===== src/rtl/network_arith_pkg.sv =====
// Shared definitions for the network arithmetic cores.
//   DIV_DIVIDEND_W / DIV_DIVISOR_W : default divider operand widths
//   div_state_e                    : sequential divider FSM states
//   DIV0_QUOT                      : quotient reported on divide-by-zero (all ones,
//                                    truncated to the instance's dividend width)
package network_arith_pkg;

    localparam int unsigned DIV_DIVIDEND_W = 14;
    localparam int unsigned DIV_DIVISOR_W  = 5;

    typedef enum logic [1:0] {
        IDLE,
        BUSY,
        DONE
    } div_state_e;

    // Wide all-ones constant; callers truncate to their own dividend width.
    localparam logic [31:0] DIV0_QUOT = '1;

endpackage


===== src/rtl/network_udiv_step.sv =====
// One restoring-division step.
//   partial_rem : current partial remainder (always < divisor)
//   in_bit      : next dividend bit, MSB first
//   divisor     : divisor (non-zero while stepping)
//   rem_next    : partial remainder after this step
//   qbit        : quotient bit produced by this step
module network_udiv_step #(
    parameter int unsigned W = 5
) (
    input  logic [W-1:0] partial_rem,
    input  logic         in_bit,
    input  logic [W-1:0] divisor,
    output logic [W-1:0] rem_next,
    output logic         qbit
);

    logic [W:0]   t;
    logic [W-1:0] diff_lo;

    always_comb begin
        t       = {partial_rem, in_bit};
        qbit    = (t >= {1'b0, divisor});
        // The true difference is < divisor < 2^W, so the low W bits are exact.
        diff_lo = t[W-1:0] - divisor;
        rem_next = qbit ? diff_lo : t[W-1:0];
    end

endmodule


===== src/rtl/network_udiv_14ns_5ns_14_seq.sv =====
// Sequential unsigned radix-2 restoring divider, one quotient bit per enabled cycle.
//   ap_clk, ap_rst      : clock, synchronous active-high reset
//   ce                  : clock enable; all state holds while low
//   in_valid / in_ready : operand handshake (din0 dividend, din1 divisor)
//   out_valid/out_ready : result handshake (quot, rem, div0)
// Divide-by-zero returns quot = all ones, rem = low divisor-width bits of din0, div0 = 1.
module network_udiv_14ns_5ns_14_seq
    import network_arith_pkg::*;
#(
    parameter int unsigned ID         = 1,
    parameter int unsigned din0_WIDTH = DIV_DIVIDEND_W,
    parameter int unsigned din1_WIDTH = DIV_DIVISOR_W
) (
    input  logic                  ap_clk,
    input  logic                  ap_rst,
    input  logic                  ce,
    input  logic                  in_valid,
    output logic                  in_ready,
    input  logic [din0_WIDTH-1:0] din0,
    input  logic [din1_WIDTH-1:0] din1,
    output logic                  out_valid,
    input  logic                  out_ready,
    output logic [din0_WIDTH-1:0] quot,
    output logic [din1_WIDTH-1:0] rem,
    output logic                  div0
);

    localparam int unsigned CntW = $clog2(din0_WIDTH + 1);

    div_state_e            state_q, state_d;
    logic [CntW-1:0]       cnt_q, cnt_d;
    // Dividend bits shift out of the MSB while quotient bits shift in at the LSB.
    logic [din0_WIDTH-1:0] shreg_q, shreg_d;
    logic [din1_WIDTH-1:0] prem_q, prem_d;
    logic [din1_WIDTH-1:0] divisor_q, divisor_d;
    logic [din0_WIDTH-1:0] quot_q, quot_d;
    logic [din1_WIDTH-1:0] rem_q, rem_d;
    logic                  div0_q, div0_d;

    logic [din1_WIDTH-1:0] step_rem;
    logic                  step_qbit;

    network_udiv_step #(
        .W (din1_WIDTH)
    ) u_step (
        .partial_rem (prem_q),
        .in_bit      (shreg_q[din0_WIDTH-1]),
        .divisor     (divisor_q),
        .rem_next    (step_rem),
        .qbit        (step_qbit)
    );

    always_comb begin
        state_d   = state_q;
        cnt_d     = cnt_q;
        shreg_d   = shreg_q;
        prem_d    = prem_q;
        divisor_d = divisor_q;
        quot_d    = quot_q;
        rem_d     = rem_q;
        div0_d    = div0_q;

        unique case (state_q)
            IDLE: begin
                if (in_valid) begin
                    shreg_d   = din0;
                    divisor_d = din1;
                    prem_d    = '0;
                    if (din1 != '0) begin
                        cnt_d   = CntW'(din0_WIDTH);
                        div0_d  = 1'b0;
                        state_d = BUSY;
                    end else begin
                        quot_d  = din0_WIDTH'(DIV0_QUOT);
                        rem_d   = din0[din1_WIDTH-1:0];
                        div0_d  = 1'b1;
                        state_d = DONE;
                    end
                end
            end
            BUSY: begin
                shreg_d = {shreg_q[din0_WIDTH-2:0], step_qbit};
                prem_d  = step_rem;
                cnt_d   = cnt_q - CntW'(1);
                if (cnt_q == CntW'(1)) begin
                    quot_d  = {shreg_q[din0_WIDTH-2:0], step_qbit};
                    rem_d   = step_rem;
                    state_d = DONE;
                end
            end
            DONE: begin
                if (out_ready) begin
                    state_d = IDLE;
                end
            end
            default: state_d = IDLE;
        endcase
    end

    always_ff @(posedge ap_clk) begin
        if (ap_rst) begin
            state_q   <= IDLE;
            cnt_q     <= '0;
            shreg_q   <= '0;
            prem_q    <= '0;
            divisor_q <= '0;
            quot_q    <= '0;
            rem_q     <= '0;
            div0_q    <= 1'b0;
        end else if (ce) begin
            state_q   <= state_d;
            cnt_q     <= cnt_d;
            shreg_q   <= shreg_d;
            prem_q    <= prem_d;
            divisor_q <= divisor_d;
            quot_q    <= quot_d;
            rem_q     <= rem_d;
            div0_q    <= div0_d;
        end
    end

    assign in_ready  = (state_q == IDLE);
    assign out_valid = (state_q == DONE);
    assign quot      = quot_q;
    assign rem       = rem_q;
    assign div0      = div0_q;

endmodule


===== config.mk =====
export PLATFORM = sky130hd
export DESIGN_NAME = network_udiv_14ns_5ns_14_seq
export DESIGN_NICKNAME = d
export VERILOG_FILES = /design/src/rtl/network_arith_pkg.sv /design/src/rtl/network_udiv_step.sv /design/src/rtl/network_udiv_14ns_5ns_14_seq.sv
export SDC_FILE = /design/constraint.sdc
export NUM_CORES = 1
export LEC_CHECK = 0
export CAP_MARGIN = 10
export CELL_PAD_IN_SITES_DETAIL_PLACEMENT = 1
export CELL_PAD_IN_SITES_GLOBAL_PLACEMENT = 1
export CORE_MARGIN = 2
export CORE_UTILIZATION = 43
export CTS_BUF_LIST = sky130_fd_sc_hd__clkbuf_2
export DETAILED_ROUTE_END_ITERATION = 8
export PLACE_DENSITY = 0.86
export SLEW_MARGIN = 25
export SYNTH_ARGS = -nofsm -noshare
export SYNTH_HDL_FRONTEND = slang
export SYNTH_SLANG_ARGS = --single-unit

===== constraint.sdc =====
create_clock -name ap_clk -period 3.7 [get_ports ap_clk]
set_input_delay 1.11 -clock ap_clk [delete_from_list [all_inputs] [get_ports ap_clk]]
set_output_delay 1.11 -clock ap_clk [all_outputs]
set_load 0.01 [all_outputs]

==> results of run 1 <==
[layer usage]
layer | part of all wire (%) | up-vias | track usage [%]
met5 | 0 | - | 0
met4 | 1.7 | 0 | 8.79
met3 | 2.7 | 10 | 4.55
met2 | 51 | 38 | 38.9
met1 | 45 | 1104 | 28.1
li1 | - | 1087 | -
[kinds of logic (layout without fill, tap and decap cells)]
kind of cell / after synthesis / count (layout) / synth area share [%]
AOI/OAI and AO/OA: 50 / 50 / 16.1
buffers and inverters: 33 / 68 / 6.07
xor gates and xnor gates: 5 / 5 / 1.82
adders and majority gates: 8 / 8 / 4.47
and+or+nand+nor: 133 / 133 / 24.5
DFF: 50 / 50 / 41.5
muxes: 13 / 13 / 5.50
[worst reg2reg max path, cell delays in order (launching register included)]
cell and delay, ns:
dfxtp_1 0.40, inv_1 0.08, ha_1 0.17, inv_1 0.06, fa_1 0.43, a21oi_1 0.14, nand4b_1 0.17, and2_1 0.50
o211ai_1 0.24, a311oi_1 0.36
[registers in the layout, summed over array words and instances, names as in the netlist]
register / count
quot: 14
shreg_q: 14
divisor_q: 5
prem_q: 5
rem: 5
cnt_q: 4
state_q: 2
div0: 1
[power groups by stage]
stage          clock, W  combinational [W]  sequential (W)
6_report       0.000313           0.000265        0.000608
5_1_grt        0.000335           0.000294        0.000613
4_1_cts        0.000317           0.000266        0.000608
3_5_place_dp          0           0.000264        0.000617
3_3_place_gp          0           0.000253        0.000616
2_1_floorplan         0           0.000171        0.000611
[layout make-up]
| cell class | count | area (µm²) |
|---|---|---|
| Clock buffer | 5 | 25.0 |
| Fill cell | 679 | 2510 |
| Sequential cell | 50 | 1000 |
| Timing Repair Buffer | 50 | 488 |
| Clock inverter | 3 | 47.5 |
| Tap cell | 72 | 90.1 |
| Inverter | 10 | 37.5 |
| Multi-Input combinational cell | 209 | 1270 |
[cell usage after synthesis, drive strengths merged]
cell and count:
a2111o 1, a211oi 3, a21boi 1, a21o 2, a21oi 7, a221oi 1, a2bb2oi 3, a311oi 19
a31oi 2, and2 1, and3 1, buf 7, clkbuf 16, dfxtp 50, fa 1, ha 7
inv 10, mux2 2, mux2i 11, nand2 40, nand2b 1, nand3 1, nand3b 5, nand4b 2
nor2 48, nor2b 2, nor3 28, o211ai 4, o21ai 7, or2 1, or3 1, or3b 1
or4 1, xnor2 1, xor2 4
[metrics by stage]
step	utilization (%)	total power, W	hold slack [ns]
after floorplan	-	0.000782	0.426
after global placement	52.7	0.000868	0.440
after detailed placement	52.7	0.000881	0.470
after CTS	54.0	0.00119	0.510
after global routing	54.1	0.00124	0.501
final	54.1	0.00119	0.505
[final timing paths]
check	cells after the start	startpoint	to	slack, ns
worst max-delay path	2	state_q[1]	out_valid	0.75
worst min-delay path	2	prem_q[4]	prem_q[4]	0.51
worst max register to register	9	shreg_q[13]	rem[2]	1.09
worst min register to register	2	prem_q[4]	prem_q[4]	0.51
==> reports/metrics.csv, run 1 <==
metric,value,unit
crit path buf inv count,1,
Worst Max-Slew Pin Slew,0.781,ns
Logic pwr share,22.4,%
Hold Crit Class,flop to flop,
"commonest non-fill, non-tap cell in the layout",dfxtp_1,
critical-path cell list,nor2b_1 -> clkdlybuf4s50_1,
largest net degree at the start of global routing,32,
Worst Setup Start Kind,flop,
worst path required time,2.59,ns
post-route ant nets,0,
RD Place Congestion,0.790,
CORE AREA,5470,µm²
cell family with most CP delay,flip-flops,
first-pass GRT wire length,11100,µm
Area growth syn-to-layout,22.8,%
Die H,78.9,µm
share of cells above drive strength 1,5.81,%
IO Pins,46,
Seq pwr share,51.3,%
Place WS,0.318,ns
"flops & latches, synth",50,
Yosys cell types,40,
Detail Placement HPWL,4730,µm
"top cells by area, synth","dfxtp_1 (42%), nor2_1 (7.5%), a311oi_1 (6.5%)",
P_sw,0.000374,W
upper clock frequency limit,339,MHz
skew final,0.0214,ns
Crit. End Element,primary output,
Final Non-Filler Cells,399,
clock transition at the registers of the reported paths,0.26,ns
CP max stage cell,dfxtp_1,
net count after synthesis,324,
Max-cap violations,0,
1st-pass router iterations,4,
setup TNS,0,ns
Total Routing Usage GR,22.7,%
via-per-instance ratio,5.61,
later-pin clock latency in the skew report,0.47,ns
worst rel slew slack,47.8,%
final critical-path share of the clock period,79.7,%
"slowest stage delay, CP",0.64,ns
Mapped Cells,292,
vias,2239,
"Design Area, Final",2960,µm²
Post CTS Setup Buffer Count,0,
endpoints failing setup,0,
Die X,78.9,µm
Final Hold Vio Count,0,
vias in the first global route,2330,
CTS Root Cell,clkbuf_2,
CTS max path bufs,2,
post_cts resized,0,
Worst VDD drop,0.000211,V
Initial Util,44.0,%
Std-Cell Rows,27,
Syn Area/Cell,8.25,µm²
register area share after synthesis,41.5,%
status,completed,
Setup CP Type,flop to primary output,
Synth area leader,dfxtp_1,
Pins Over Slew Limit,0,
per-cell routed wire length,16.8,µm
Sw Share,31.5,%
I/O Buffers,45,
placed inst area,2880,µm²
Power Dens Cells,401,nW/µm²
WP data arrival,1.84,ns
initial antenna violation count,0,
area of the die,6220,µm²
Leak,1.03,nW
PnR worst setup slack,0.752,ns
H-tree Lvls,2,
CP max FO,11,
drt first-iter violations,118,
RSZ-0062 raised after global routing,false,
Yosys top cell area share,41.5,%
Tmin final,2.95,ns
Netlist Area Pre-Place,2410,µm²
CTS tree,yes,
Clock Power Share,26.4,%
n_diodes,0,
dpl cells,391,
number of buffers inserted by hold repair at cts,0,
Synth warnings,0,
DRC,0,
Final nets,358,
CTS Buf Count,5,
routed wire length,6710,µm
clock sink total,50,
GRT overflow,0,
Int Pwr,0.000812,W
"commonest cells after routing, fill and taps aside","dfxtp_1 (50), nor2_1 (48), clkdlybuf4s50_1 (45), nand2_1 (40), nor3_1 (27)",
(Power assumes the default switching activity.)
==> inputs of run 2 (changes only) <==
CORE_UTILIZATION = 40   (was 43)
PLACE_DENSITY = 0.81   (was 0.86)
clock period = 2.8 ns   (was 3.7 ns; I/O delays follow)
==> run 2 against run 1 <==
Compared with the run above: worst setup slack got worse by 0.62 ns; largest power group unchanged; via count rose by 0.36%; utilization shrank 2.4 points; sequential power rose by 32%; die area grew 7.1%; global-route usage decreased by 1.3 points; routed wire length is 5.0% lower; cell area rose by 2.7%; sequential share of layout area fell by 0.89 points; total power is 24% higher; register-to-register slack got worse by 0.77 ns.
==> reports/metrics.csv, run 2 (synthesis gave the netlist of run 1 again) <==
metric,value,unit,change
Hold Crit Class,flop to flop,,unchanged
Final Hold Vio Count,0,,unchanged
CTS tree,yes,,unchanged
post-layout util,51.6,%,was 54.1%
1st-pass router iterations,4,,unchanged
Worst Max-Slew Pin Slew,0.446,ns,was 0.781 ns
RSZ-0062 raised after global routing,false,,unchanged
CORE AREA,5890,µm²,was 5470 µm²
Die X,81.6,µm,was 78.9 µm
Std-Cell Rows,28,,was 27
CP max FO,11,,unchanged
Post CTS Setup Buffer Count,0,,unchanged
Clock Power Share,20.9,%,was 26.4%
Logic pwr share,24.8,%,was 22.4%
GRT overflow,0,,unchanged
Detail Placement HPWL,4850,µm,was 4730 µm
"commonest cells after routing, fill and taps aside","dfxtp_1 (50), nor2_1 (48), clkdlybuf4s50_1 (45), nand2_1 (40), nor3_1 (27)",,unchanged
gr busiest metal,met2,,unchanged
Leak,1.09,nW,was 1.03 nW
Sw Share,32.5,%,was 31.5%
WP data arrival,1.83,ns,was 1.84 ns
later-pin clock latency in the skew report,0.45,ns,was 0.47 ns
grt met1 use,28.6,%,was 28.1%
Worst Setup Start Kind,flop,,unchanged
Setup CP Type,flop to primary output,,unchanged
endpoints failing setup,0,,unchanged
Max-cap violations,0,,unchanged
share of cells above drive strength 1,9.09,%,was 5.81%
"commonest non-fill, non-tap cell in the layout",dfxtp_1,,unchanged
largest net degree at the start of global routing,33,,was 32
CTS Buf Count,5,,unchanged
Die H,81.6,µm,was 78.9 µm
Final nets,372,,was 358
vias,2247,,was 2239
total power,0.00147,W,was 0.00119 W
worst path required time,1.96,ns,was 2.59 ns
IO Pins,46,,unchanged
CTS Root Cell,clkbuf_2,,unchanged
post_cts resized,0,,unchanged
area of the die,6660,µm²,was 6220 µm²
Initial Util,40.9,%,was 44.0%
Area growth syn-to-layout,26.1,%,was 22.8%
number of buffers inserted by hold repair at cts,0,,unchanged
clock transition at the registers of the reported paths,0.28,ns,was 0.26 ns
vias in the first global route,2274,,was 2330
Seq pwr share,54.3,%,was 51.3%
Int Pwr,0.000996,W,was 0.000812 W
Total Routing Usage GR,21.4,%,was 22.7%
Tmin final,2.67,ns,
Pins Over Slew Limit,0,,unchanged
skew final,0.0307,ns,was 0.0214 ns
"slowest stage delay, CP",0.62,ns,was 0.64 ns
met3 usage in global routing,3.74,%,was 4.55%
H-tree Lvls,2,,unchanged
drt first-iter violations,125,,was 118
per-cell routed wire length,15.3,µm,was 16.8 µm
status,completed,,unchanged
critical-path cell list,nor2b_1 -> clkdlybuf4s50_1,,unchanged
I/O Buffers,45,,unchanged
via-per-instance ratio,5.40,,was 5.61
upper clock frequency limit,375,MHz,
n_diodes,0,,unchanged
RD Place Congestion,0.846,,was 0.790
met2 Use GR,35.4,%,was 38.9%
first-pass GRT wire length,11000,µm,was 11100 µm
CTS max path bufs,2,,unchanged
DRC,0,,unchanged
routed wire length,6380,µm,was 6710 µm
Power Dens Cells,485,nW/µm²,was 401 nW/µm²
initial antenna violation count,0,,unchanged
clock sink total,50,,unchanged
final critical-path share of the clock period,95.2,%,
P_sw,0.000478,W,was 0.000374 W
post-route ant nets,0,,unchanged
Crit. End Element,primary output,,unchanged
Worst VDD drop,0.000175,V,was 0.000211 V
worst rel slew slack,70.2,%,was 47.8%
CP max stage cell,dfxtp_1,,unchanged
## run 2: area by class of cell
| type | count | area, µm² |
|---|---|---|
| Sequential cell | 50 | 1000 |
| Clock buffer | 5 | 25.0 |
| Clock inverter | 3 | 21.3 |
| Inverter | 10 | 37.5 |
| Tap cell | 75 | 93.8 |
| Timing Repair Buffer | 64 | 593 |
| Fill cell | 735 | 2850 |
| Multi-Input combinational cell | 209 | 1270 |
## run 2: layer usage
layer | share of wire [%] | up-vias
met4 | 1.3 | 0
met5 | 0 | -
met3 | 2.7 | 12
li1 | - | 1115
met2 | 48 | 42
met1 | 48 | 1078
## run 2: through the flow
| stage | setup TNS [ns] | hold slack, ns | instance area, µm² | std cells | setup WS [ns] |
|---|---|---|---|---|---|
| 2_1_floorplan | 0 | 0.426 | 2410 | 292 | 0.399 |
| 4_1_cts | 0 | 0.508 | 3040 | 416 | 0.111 |
| 3_3_place_gp | -1.18 | 0.467 | 2990 | 408 | -0.0825 |
| 5_1_grt | 0 | 0.549 | 3040 | 416 | 0.0312 |
| 6_report | 0 | 0.507 | 3040 | 416 | 0.133 |
| 3_5_place_dp | -2.60 | 0.481 | 2990 | 408 | -0.192 |
## run 2: power groups by stage
stage               Clock, W  Combinational, W  Sequential [W]
floorplan                  0          0.000226        0.000807
global placement           0          0.000354        0.000813
detailed placement         0          0.000366        0.000814
CTS                 0.000314          0.000368        0.000801
global route        0.000337          0.000412        0.000809
finish              0.000308          0.000365        0.000801
## run 2: worst paths after layout
kind	depth (start not counted)	start	slack (ns)	to
worst min-delay path	2	prem_q[4]	0.51	prem_q[4]
worst min register to register	2	prem_q[4]	0.51	prem_q[4]
worst max register to register	7	prem_q[2]	0.32	prem_q[1]
worst max-delay path	2	state_q[1]	0.13	out_valid
## run 2: worst max-delay path, delay by kind of cell, from the launching register on
kind                   cells  cell delay, ns
DFF                        1            0.62
and+or+nand+nor            1            0.21
buffers and inverters      1            0.55
==> inputs of run 3 (changes only) <==
clock period = 2.65 ns   (was 2.8 ns; I/O delays follow)
==> run 3 against run 2 <==
Compared with the run above: via count up 0.89%; global-route usage down 0.39 points; register-to-register slack worse by 0.04 ns; first-iteration DRC count up 27%; die area unchanged; utilization down 0.15 points.
==> reports/metrics.csv, run 3 (synthesis gave the netlist of run 1 again) <==
metric,value,unit,change
Pins Over Slew Limit,0,,unchanged
Place WS,-0.244,ns,was -0.192 ns
CP max stage cell,dfxtp_1,,unchanged
drt first-iter violations,159,,was 125
Die H,81.6,µm,unchanged
Std-Cell Rows,28,,unchanged
setup TNS,0,ns,unchanged
"slowest stage delay, CP",0.61,ns,was 0.62 ns
H-tree Lvls,2,,unchanged
Area growth syn-to-layout,25.8,%,was 26.1%
cell family with most CP delay,flip-flops,,unchanged
critical path depth in cells,2,,unchanged
Sw Share,29.9,%,was 32.5%
number of buffers inserted by hold repair at cts,0,,unchanged
status,completed,,unchanged
"commonest non-fill, non-tap cell in the layout",dfxtp_1,,unchanged
Die X,81.6,µm,unchanged
Tmin final,2.56,ns,
initial antenna violation count,0,,unchanged
per-cell routed wire length,15.8,µm,was 15.3 µm
CTS max path bufs,2,,unchanged
worst path required time,1.86,ns,was 1.96 ns
Max-cap violations,0,,unchanged
Final nets,369,,was 372
R2R depth,9,,was 7
area of the die,6660,µm²,unchanged
CP max FO,11,,unchanged
Leak,1.08,nW,was 1.09 nW
Total Routing Usage GR,21.0,%,was 21.4%
Clock Power Share,23.8,%,was 20.9%
I/O Buffers,45,,unchanged
"Design Area, Final",3030,µm²,was 3040 µm²
largest net degree at the start of global routing,28,,was 33
routed wire length,6530,µm,was 6380 µm
RSZ-0062 raised after global routing,false,,unchanged
Int Pwr,0.00113,W,was 0.000996 W
Seq pwr share,52.4,%,was 54.3%
DRC,0,,unchanged
n_diodes,0,,unchanged
endpoints failing setup,0,,unchanged
GRT overflow,0,,unchanged
P_sw,0.000483,W,was 0.000478 W
WHS Path Cells,2,,unchanged
CTS Buf Count,5,,unchanged
worst rel slew slack,58.8,%,was 70.2%
share of cells above drive strength 1,8.31,%,was 9.09%
Worst Setup Start Kind,flop,,unchanged
dpl cells,405,,was 408
vias in the first global route,2248,,was 2274
final critical-path share of the clock period,96.5,%,
Logic pwr share,23.8,%,was 24.8%
Final Hold Vio Count,0,,unchanged
WP data arrival,1.76,ns,was 1.83 ns
Worst VDD drop,0.000284,V,was 0.000175 V
CTS tree,yes,,unchanged
vias,2267,,was 2247
clock sink total,50,,unchanged
crit path buf inv count,1,,unchanged
Worst Max-Slew Pin Slew,0.616,ns,was 0.446 ns
Setup CP Type,flop to primary output,,unchanged
# fillers,726,,was 735
placed inst area,2970,µm²,was 2990 µm²
skew final,0.0147,ns,was 0.0307 ns
Hold Crit Class,flop to flop,,unchanged
post-route ant nets,0,,unchanged
IO Pins,46,,unchanged
Power Dens Cells,534,nW/µm²,was 485 nW/µm²
via-per-instance ratio,5.50,,was 5.40
RD Place Congestion,0.863,,was 0.846
Crit. End Element,primary output,,unchanged
CORE AREA,5890,µm²,unchanged
"commonest cells after routing, fill and taps aside","dfxtp_1 (50), nor2_1 (48), clkdlybuf4s50_1 (45), nand2_1 (40), nor3_1 (27)",,unchanged
Post CTS Setup Buffer Count,0,,unchanged
clock transition at the registers of the reported paths,0.24,ns,was 0.28 ns
upper clock frequency limit,391,MHz,
Initial Util,40.9,%,unchanged
later-pin clock latency in the skew report,0.42,ns,was 0.45 ns
hold_ws,0.507,ns,about the same
Detail Placement HPWL,4980,µm,was 4850 µm
critical-path cell list,nor2b_1 -> clkdlybuf4s50_1,,unchanged
Final Non-Filler Cells,412,,was 416
CTS Root Cell,clkbuf_2,,unchanged
1st-pass router iterations,4,,unchanged
PnR worst setup slack,0.0920,ns,was 0.133 ns
first-pass GRT wire length,10800,µm,was 11000 µm
## run 3: final cells by class
cell class / count / area (µm²) / area share (%)
clock buffer: 5 / 25.0 / 0.826
clock inverter: 2 / 33.8 / 1.11
inverter: 10 / 37.5 / 1.24
multi-input combinational: 209 / 1270 / 41.9
sequential: 50 / 1000 / 33.0
tap: 75 / 93.8 / 3.10
timing repair buffer: 61 / 571 / 18.8
## run 3: layer usage
layer	global-route usage (%)	up-vias	wire length (µm)
li1	-	1107	-
met1	27.4	1100	2970
met2	36.6	56	3190
met3	3.30	4	305
met4	4.50	0	62
met5	0	-	0
## run 3: power by group through the flow
stage                     combinational (W)  sequential, W  clock [W]
after floorplan                    0.000238       0.000853          0
after global placement             0.000369       0.000858          0
after detailed placement           0.000383       0.000861          0
after CTS                          0.000386       0.000847   0.000398
after global routing               0.000427       0.000855   0.000422
final                              0.000385       0.000847   0.000385
## run 3: worst min-delay path, delay by kind of cell, from the launching register on
family	cells	cell delay, ns
DFF	1	0.37
AOI/OAI and AO/OA	1	0.08
and+or+nand+nor	1	0.06
## run 3: final timing paths
path,endpoint,start,slack (ns)
min,shreg_q[2],shreg_q[1],0.51
max reg2reg,prem_q[0],shreg_q[13],0.28
min reg2reg,shreg_q[2],shreg_q[1],0.51
max,out_valid,state_q[1],0.09
## run 3: repair_timing
action                                  4_1_cts  5_1_grt
endpoints found under the setup margin        0        6
hold endpoints to repair                      0        0
resized for setup                             0        1
## run 3: stage by stage
step           power (W)  util [%]
2_1_floorplan    0.00109         -
4_1_cts          0.00163      51.5
3_5_place_dp     0.00124      50.5
5_1_grt          0.00170      51.5
3_3_place_gp     0.00123      50.5
6_report         0.00162      51.5
